==> src/rtl/t16_if.sv <==
// Bus bundle between the t16 core (master) and its instruction/data memory (slave).
// state_dbg mirrors the core's EXEC/LOAD state for observation.
interface t16_if;
    logic [15:0] instr;
    logic [15:0] readdata;
    logic [4:0]  cpc;
    logic [15:0] writeaddr;
    logic [15:0] readaddr;
    logic        memwrite;
    logic        memreg;
    logic [15:0] writedata;
    logic [4:0]  nxtpc;
    logic        state_dbg;

    modport master (
        input  instr, readdata, cpc,
        output writeaddr, readaddr, memwrite, memreg, writedata, nxtpc, state_dbg
    );

    modport slave (
        output instr, readdata, cpc,
        input  writeaddr, readaddr, memwrite, memreg, writedata, nxtpc, state_dbg
    );
endinterface

==> src/rtl/t16.sv <==
// t16: 16-bit, 16-register single-issue core with a 5-bit PC and two-cycle loads.
// Build option T16_HALT_EN: opcode F holds the PC; otherwise F is a NOP.
module t16 (
    input  logic   clk,
    input  logic   rst,
    t16_if.master  bus
);
    typedef enum logic {EXEC = 1'b0, LOAD = 1'b1} state_t;

    localparam logic [3:0] OP_NOP  = 4'h0;
    localparam logic [3:0] OP_ADD  = 4'h1;
    localparam logic [3:0] OP_SUB  = 4'h2;
    localparam logic [3:0] OP_AND  = 4'h3;
    localparam logic [3:0] OP_OR   = 4'h4;
    localparam logic [3:0] OP_XOR  = 4'h5;
    localparam logic [3:0] OP_SHL  = 4'h6;
    localparam logic [3:0] OP_SHR  = 4'h7;
    localparam logic [3:0] OP_LDI  = 4'h8;
    localparam logic [3:0] OP_ADDI = 4'h9;
    localparam logic [3:0] OP_LD   = 4'hA;
    localparam logic [3:0] OP_ST   = 4'hB;
    localparam logic [3:0] OP_JMP  = 4'hC;
    localparam logic [3:0] OP_BZ   = 4'hD;
    localparam logic [3:0] OP_BNZ  = 4'hE;
    localparam logic [3:0] OP_HALT = 4'hF;

    state_t      state_q, state_d;
    logic [4:0]  pc_q, pc_d;
    logic [15:0] regs_q [16];
    logic [15:0] regs_d [16];

    logic [3:0]  op, rd, rs, rt;
    logic [7:0]  imm8;
    logic [4:0]  tgt;
    logic [15:0] rs_val, rt_val, rd_val;
    logic [4:0]  pc_inc;
    logic        memwrite_c, memreg_c;

    assign op     = bus.instr[15:12];
    assign rd     = bus.instr[11:8];
    assign rs     = bus.instr[7:4];
    assign rt     = bus.instr[3:0];
    assign imm8   = bus.instr[7:0];
    assign tgt    = bus.instr[4:0];
    assign rs_val = regs_q[rs];
    assign rt_val = regs_q[rt];
    assign rd_val = regs_q[rd];
    // Sequencing is based on the externally fed-back PC; 5-bit add wraps 31 -> 0.
    assign pc_inc = bus.cpc + 5'd1;

    always_comb begin
        state_d    = state_q;
        pc_d       = pc_q;
        regs_d     = regs_q;
        memwrite_c = 1'b0;
        memreg_c   = 1'b0;
        if (state_q == LOAD) begin
            // The LD instruction is still presented, so rd names the load target.
            regs_d[rd] = bus.readdata;
            pc_d       = pc_inc;
            state_d    = EXEC;
        end else begin
            case (op)
                OP_NOP:  pc_d = pc_inc;
                OP_ADD:  begin regs_d[rd] = rs_val + rt_val;       pc_d = pc_inc; end
                OP_SUB:  begin regs_d[rd] = rs_val - rt_val;       pc_d = pc_inc; end
                OP_AND:  begin regs_d[rd] = rs_val & rt_val;       pc_d = pc_inc; end
                OP_OR:   begin regs_d[rd] = rs_val | rt_val;       pc_d = pc_inc; end
                OP_XOR:  begin regs_d[rd] = rs_val ^ rt_val;       pc_d = pc_inc; end
                OP_SHL:  begin regs_d[rd] = rs_val << rt_val[3:0]; pc_d = pc_inc; end
                OP_SHR:  begin regs_d[rd] = rs_val >> rt_val[3:0]; pc_d = pc_inc; end
                OP_LDI:  begin regs_d[rd] = {8'h00, imm8};         pc_d = pc_inc; end
                OP_ADDI: begin regs_d[rd] = rd_val + {{8{imm8[7]}}, imm8}; pc_d = pc_inc; end
                OP_LD: begin
                    memreg_c = 1'b1;
                    state_d  = LOAD;
                end
                OP_ST: begin
                    memwrite_c = 1'b1;
                    pc_d       = pc_inc;
                end
                OP_JMP:  pc_d = tgt;
                OP_BZ:   pc_d = (rd_val == 16'h0000) ? tgt : pc_inc;
                OP_BNZ:  pc_d = (rd_val != 16'h0000) ? tgt : pc_inc;
                OP_HALT: begin
`ifdef T16_HALT_EN
                    pc_d = pc_q;
`else
                    pc_d = pc_inc;
`endif
                end
                default: pc_d = pc_inc;
            endcase
        end
    end

    always_ff @(posedge clk or posedge rst) begin
        if (rst) begin
            state_q <= EXEC;
            pc_q    <= 5'd0;
            for (int i = 0; i < 16; i++) regs_q[i] <= 16'h0000;
        end else begin
            state_q <= state_d;
            pc_q    <= pc_d;
            for (int i = 0; i < 16; i++) regs_q[i] <= regs_d[i];
        end
    end

    // Strobes are gated by rst so an abandoned load or a ST at address 0 stays silent.
    assign bus.memwrite  = memwrite_c & ~rst;
    assign bus.memreg    = memreg_c & ~rst;
    assign bus.readaddr  = rs_val;
    assign bus.writeaddr = rs_val;
    assign bus.writedata = rd_val;
    assign bus.nxtpc     = pc_q;
    assign bus.state_dbg = state_q;
endmodule

==> src/flat_wrapper.sv <==
// flat-port wrapper written by rule: the top's interface ports become plain ports
module t16_flat 
  (clk, rst, bus_instr, bus_readdata, bus_cpc, bus_writeaddr, bus_readaddr, bus_memwrite, bus_memreg, bus_writedata, bus_nxtpc, bus_state_dbg);
  t16_if bus_i ();
  input  logic clk;
  input  logic rst;
  input wire logic [$bits(bus_i.instr)-1:0] bus_instr;
  input wire logic [$bits(bus_i.readdata)-1:0] bus_readdata;
  input wire logic [$bits(bus_i.cpc)-1:0] bus_cpc;
  output wire logic [$bits(bus_i.writeaddr)-1:0] bus_writeaddr;
  output wire logic [$bits(bus_i.readaddr)-1:0] bus_readaddr;
  output wire logic [$bits(bus_i.memwrite)-1:0] bus_memwrite;
  output wire logic [$bits(bus_i.memreg)-1:0] bus_memreg;
  output wire logic [$bits(bus_i.writedata)-1:0] bus_writedata;
  output wire logic [$bits(bus_i.nxtpc)-1:0] bus_nxtpc;
  output wire logic [$bits(bus_i.state_dbg)-1:0] bus_state_dbg;
  assign bus_i.instr = bus_instr;
  assign bus_i.readdata = bus_readdata;
  assign bus_i.cpc = bus_cpc;
  assign bus_writeaddr = bus_i.writeaddr;
  assign bus_readaddr = bus_i.readaddr;
  assign bus_memwrite = bus_i.memwrite;
  assign bus_memreg = bus_i.memreg;
  assign bus_writedata = bus_i.writedata;
  assign bus_nxtpc = bus_i.nxtpc;
  assign bus_state_dbg = bus_i.state_dbg;
  t16 u_core (.clk(clk), .rst(rst), .bus(bus_i));
endmodule
==> config.mk <==
export PLATFORM = sky130hd
export DESIGN_NAME = t16_flat
export DESIGN_NICKNAME = d
export VERILOG_FILES = /design/src/rtl/t16_if.sv /design/src/rtl/t16.sv /design/src/flat_wrapper.sv
export SDC_FILE = /design/constraint.sdc
export NUM_CORES = 2
export LEC_CHECK = 0
export CAP_MARGIN = 10
export CELL_PAD_IN_SITES_DETAIL_PLACEMENT = 1
export CELL_PAD_IN_SITES_GLOBAL_PLACEMENT = 1
export CORE_UTILIZATION = 25
export CTS_CLUSTER_SIZE = 28
export DETAILED_ROUTE_END_ITERATION = 8
export PLACE_DENSITY_LB_ADDON = 0.1
export SLEW_MARGIN = 40
export SYNTH_ARGS = -nofsm -noshare
export SYNTH_HDL_FRONTEND = slang
export SYNTH_SLANG_ARGS = --single-unit
==> constraint.sdc <==
create_clock -name clk -period 13.7 [get_ports clk]
set_input_delay 2.74 -clock clk [delete_from_list [all_inputs] [get_ports clk]]
set_output_delay 2.74 -clock clk [all_outputs]
set_load 0.05 [all_outputs]
# After elaboration in Yosys (flattened, before gate mapping)
# Index checks and enable logic that the tools add are counted.
[word_totals]
inputBits = 39
word_cells = 90
romBits = 0
memories = 0
ramBits = 0
latch_bits = 0
output_inout_bits = 56
regBits = 262
[op_classes]
mux = 31
bitwise_logic = 9
eq_ne = 15
n_addsub = 4
mul = 0
div_mod_pow = 0
reduce_logical = 7
shifts = 2
order_cmp = 4
[op_table]
columns = ["operator", "count"]
rows = [
  ["$bwmux W256", 10],
  ["$pmux W256 S9", 1],
  ["$mux W256", 1],
  ["$bmux W16 S4", 3],
  ["$mux W16", 7],
  ["$demux W16 S4", 1],
  ["$add A16 B16 Y16", 2],
  ["$eq A4 B4 Y1 const B", 8],
  ["$pmux W5 S4", 1],
  ["$and A16 B16 Y16", 1],
  ["$eq A4 B3 Y1 const B", 4],
  ["$logic_not A16 Y1", 1],
  ["$or A16 B16 Y16", 1],
  ["$reduce_bool A16 Y1", 1],
  ["$shl A16 B4 Y16", 1],
  ["$shr A16 B4 Y16", 1],
  ["$sub A16 B16 Y16", 1],
  ["$xor A16 B16 Y16", 1],
  ["$ge A5 B5 Y1 const B", 3],
  ["$mux W5", 3],
  ["$not A4 Y5", 3],
  ["$reduce_or A12 Y1", 1],
  ["$reduce_bool A10 Y1", 1],
  ["$eq A4 B2 Y1 const B", 2],
  ["other kinds (9)", 13],
]

# Logic depth before layout (Yosys ltp)
[logic_depth]
depth_word = 8
ltp_mapped = 23
depth_no_buf = 16

# Worst setup path after synthesis
# OpenSTA, ideal clock, no wires.
[synth_path]
path_kind = "input to register"
from = "input bus_instr[1]"
to = "register u_core.regs_q[95] (netlist bit)"
cell_stages = 21
t_required_ns = 13.577
setup_ns = 0.123
arrival_ns = 7.688
path_buffers = 7
slack_ns = 5.889
cell_sequence = "buf_2 > buf_2 > buf_2 > buf_1 > buf_1 > mux4_2 > mux4_2 > inv_1 > ha_1 > clkbuf_1 > and3_1 > o211ai_1 > a211oi_1 > o21ai_0 > nor3b_1 > and2_1 > clkbuf_1 > or4b_1 > nor4_1 > a31oi_1 > o221a_2"
[synth_between]
elab_chain_cells = 8
elab_cells_between_ends = 22
classes_between = "add/sub (3); shift (2); mux (13); bitwise (4)"
[synth_lines]
columns = ["item", "line_no", "source"]
rows = [
  ["start: declaration", "flat_wrapper.sv:7", "input wire logic [$bits(bus_i.instr)-1:0] bus_instr;"],
  ["$not A4 Y5 (not written as such)", "t16.sv:46", "assign rt_val = regs_q[rt];"],
  ["$bmux W16 S4", "t16.sv:46", ""],
  ["$mux W16 (not written as such) (2 in series)", "t16.sv:46", ""],
  ["$sub A16 B16 Y16 (tied with other cells)", "t16.sv:66", "OP_SUB: begin regs_d[rd] = rs_val - rt_val; pc_d = pc_inc; end"],
  ["$bwmux W256 (tied with other cells)", "t16.sv:66", ""],
  ["$pmux W256 S9 (*)", "t16.sv:63", "case (op)"],
  ["$mux W256 (*)", "t16.sv:57", "if (state_q == LOAD) begin"],
  ["end: declaration", "t16.sv:29", "logic [15:0] regs_q [16];"],
]
# Mark *: on every way between the ends. The rest lies on a longest branch, timed or not. The select of a mux whose other input is x is not followed.
# A chain may end at the register's enable or synchronous reset.

# Worst setup path in the final report
[layout_path]
from = "input bus_instr[7]"
to = "output bus_readaddr[11]"
[layout_between]
elab_chain_cells = 4
[layout_lines]
columns = ["item", "line_no", "source"]
rows = [
  ["$not A4 Y5 (not written as such)", "t16.sv:45", "assign rs_val = regs_q[rs];"],
  ["$bmux W16 S4", "t16.sv:45", ""],
  ["$mux W16 (not written as such) (2 in series)", "t16.sv:45", ""],
  ["end: declaration", "flat_wrapper.sv:11", "output wire logic [$bits(bus_i.readaddr)-1:0] bus_readaddr;"],
]
# No other way between the ends. The select of a mux whose other input is x is not followed.

==> key figures <==
Yosys
  – Seq cells post-synth: 262
  – Post-synthesis cell count: 4088
  – Synth top area cells: dfrtp_1 (20%), mux4_2 (14%), a21oi_1 (7.4%)
  – Post-Syn Area: 32030 um2
  – Main synth FF type: dfrtp_1
  – Synth unique cells: 104
  – Synth top cells by count: a21oi_1 (472), o21ai_0 (470), nor2_1 (398), nand2_1 (369), clkbuf_1 (325)
  – Post-synth EDFFs: 0
  – Syn. warnings: 0
  – Register area share after synthesis: 20.47%
  – Ys async rst share: 100.0%
  – Share of the synthesized area in the top cell type: 20.47%
  – Syn_area_per_cell: 7.836 um2
  – Post-synth top area cell: dfrtp_1
  – Mapped Nets: 4194
  – Count leader, synth: a21oi_1

Timing
  – Max-slew violation count: 0
  – RSZ-0062 raised after global routing: no
  – Tcrit/Tclk final: 66.97%
  – Final setup viols: 0
  – Tmin final: 9176 ps
  – Setup TNS: 0 ps
  – Fin Hold WS: 544.2 ps
  – Slew HR: 33.20%
  – Worst slew pin tran: 999.7 ps
  – Hold Fails Final Rpt: 0
  – Post-route setup slack: 4524 ps
  – FMAX: 109.0 MHz
  – Final setup skew: 48.97 ps

Hold path
  – Hold Path Depth: 2
  – WHS Endpoint: u_core.bus.nxtpc[0]$_DFFE_PP0P_
  – Worst Hold Class: flip-flop to flip-flop
  – Hold path start: u_core.bus.nxtpc[0]$_DFFE_PP0P_

Worst setup path
  – Reg2Reg Launch Point: u_core.regs_q[64]$_DFFE_PP0P_
  – Reg2Reg Depth: 17
  – Setup crit start kind: primary input
  – WP data arrival: 6440 ps
  – R2r endpoint: u_core.regs_q[204]$_DFFE_PP0P_
  – CP endpoint kind: output port
  – Crit Path Max Fanout: 16
  – R2R Setup Slk: 7420 ps
  – WP data required: 10960 ps
  – CP Class: primary input to output port

Route
  – Via count: 39.25k
  – # DRC: 0
  – WL per Instance: 44.41 um
  – Number of DRC markers in iteration 0: 5718
  – Vias per inst: 6.910
  – DRT Pass-1 Iters: 6
  – Routed Wire Length: 252300 um
  – Routed Antenna Nets: 0

Finish
  – Share of layout cells above drive strength 1: 16.22%
  – P&R area growth vs syn: 14.20%
  – Fill count: 14.79k
  – Reg area: 6560 um2
  – Util after Layout: 28.94%
  – Multi-input logic area: 23790 um2
  – Final non-filler cell total: 5681
  – Nets: 4081

CTS
  – Reg clk slew, reported paths: 60 ps
  – Clock Path Buffers: 3
  – TritonCTS clock tree: built
  – Root Buffer: clkbuf_16
  – Quantity of gates resized following cts: 0
  – Hold buffers post-CTS: 0
  – Post-CTS Setup Inserts: 0
  – Clock Latency Late Sink: 660 ps
  – Total number of H-tree levels: 2
  – Clock sink total: 262
  – Num CTS Buffers: 42

Global routing
  – All-Layer GR Usage: 37.90%
  – First-pass GRT wire length: 341500 um
  – Vias in the first global route: 37.47k
  – Largest net degree at the start of global routing: 118
  – Initial antenna violation count: 29
  – Grt ovf: 0

Die
  – Full die area: 129600 um2
  – Die Ht: 360.0 um
  – Initial Util: 25.35%
  – Core ar.: 126400 um2
  – Io pins: 95
  – Cell Rows: 130
  – Die width: 360.0 um

Place
  – I/O Buffers: 94
  – Gp weighted congestion: 1.075
  – Setup WS pre-CTS: 4264 ps
  – DP Wirelength: 180200 um
  – Cells after DPL: 5580

Job
  – Max Cap Viol: 0

Pwr
  – VDD IR-drop max: 0.08606 mV
  – Pwr dens: 142.0 nW/um2
  – Lkg Pwr: 13.54 nW

Status
  – Status: completed
==> area by class of cell <==
type	count	share of cell area (%)
clock buffer	63	3.308
multi-input combinational	3306	65.04
tap	1650	5.644
inverter	62	0.6567
timing repair buffer	301	6.954
clock inverter	13	0.3044
antenna	24	0.1642
sequential	262	17.93
==> placed cells by master, fill, tap and decap left out, drive strengths merged, types with 22 or more instances in the layout <==
cell type      Yosys  layout
nor2             399     399
diode              0      24
o22ai             55      55
o21ai            498     498
and2              22      22
nand2b            26      26
buf              133     221
a21oi            472     472
a21o              23      23
a221oi            33      33
a31oi             96      96
nand3             78      78
xnor2             33      33
nor4              46      46
clkdlybuf4s50      0      80
clkbuf           325      63
mux2i             90      90
a2111oi           28      28
o211ai            94      94
a22oi             78      78
mux4             215     215
dfrtp            262     262
a221o             45      45
inv               62      64
nor3             111     111
nand2            372     372
a211oi            66      66
o221ai            41      41
ha                64      64
==> where the power goes <==
| group | switching, mW | total (mW) | internal (mW) |
|---|---|---|---|
| registers | 0.243 | 1.16 | 0.919 |
| clock network | 0.493 | 1.12 | 0.628 |
| logic | 2.00 | 2.91 | 0.916 |
| total | 2.73 | 5.20 | 2.46 |
==> state kept, by name (all words and copies together), names as in the netlist <==
register	count
u_core.regs_q	256
u_core.bus.state_dbg	1
u_core.bus.nxtpc	5
==> per-layer routing <==
layer	GRT usage [%]	vias to the layer above	routed length [um]
li1	-	15600	-
met4	24.33	12	18320
met3	9.860	666	25080
met1	49.38	20470	102900
met5	0	-	90
met2	55.23	2506	105800
==> per-stage QoR <==
step                power (mW)  cell area [um2]
detailed placement       3.963            35170
CTS                      5.092            36490
global route             5.322            36530
global placement         3.945            34920
floorplan                2.725            32030
finish                   5.196            36580
==> how the worst max path moves through the flow <==
stage	from	to	slack [ps]	cells after the start
2_1_floorplan	rst	u_core.bus.nxtpc[0]$_DFFE_PP0P_	3750	1
3_3_place_gp	bus_instr[0]	u_core.regs_q[41]$_DFFE_PP0P_	4030	18
3_5_place_dp	bus_instr[0]	u_core.regs_q[95]$_DFFE_PP0P_	4260	18
4_1_cts	bus_instr[7]	bus_readaddr[4]	4650	6
5_1_grt	bus_instr[0]	u_core.regs_q[95]$_DFFE_PP0P_	4390	18
6_report	bus_instr[7]	bus_readaddr[11]	4520	6
==> kinds of logic after synthesis <==
family          count (synthesis)  synth area share (%)
xor+xnor                       43                 1.176
simple gates                 1156                 16.18
buf+inv                       520                 7.004
flops                         262                 20.47
fa+ha+maj                      67                 2.687
compound gates               1725                 33.98
mux                           315                 18.51
==> critical path, stage by stage <==
cell and delay, ps:
clkdlybuf4s50_1 980, nor2b_2 270, buf_4 500, a22oi_1 220
nand2_1 690, clkdlybuf4s50_1 970
Note: power is estimated with default switching activity, not from simulation.
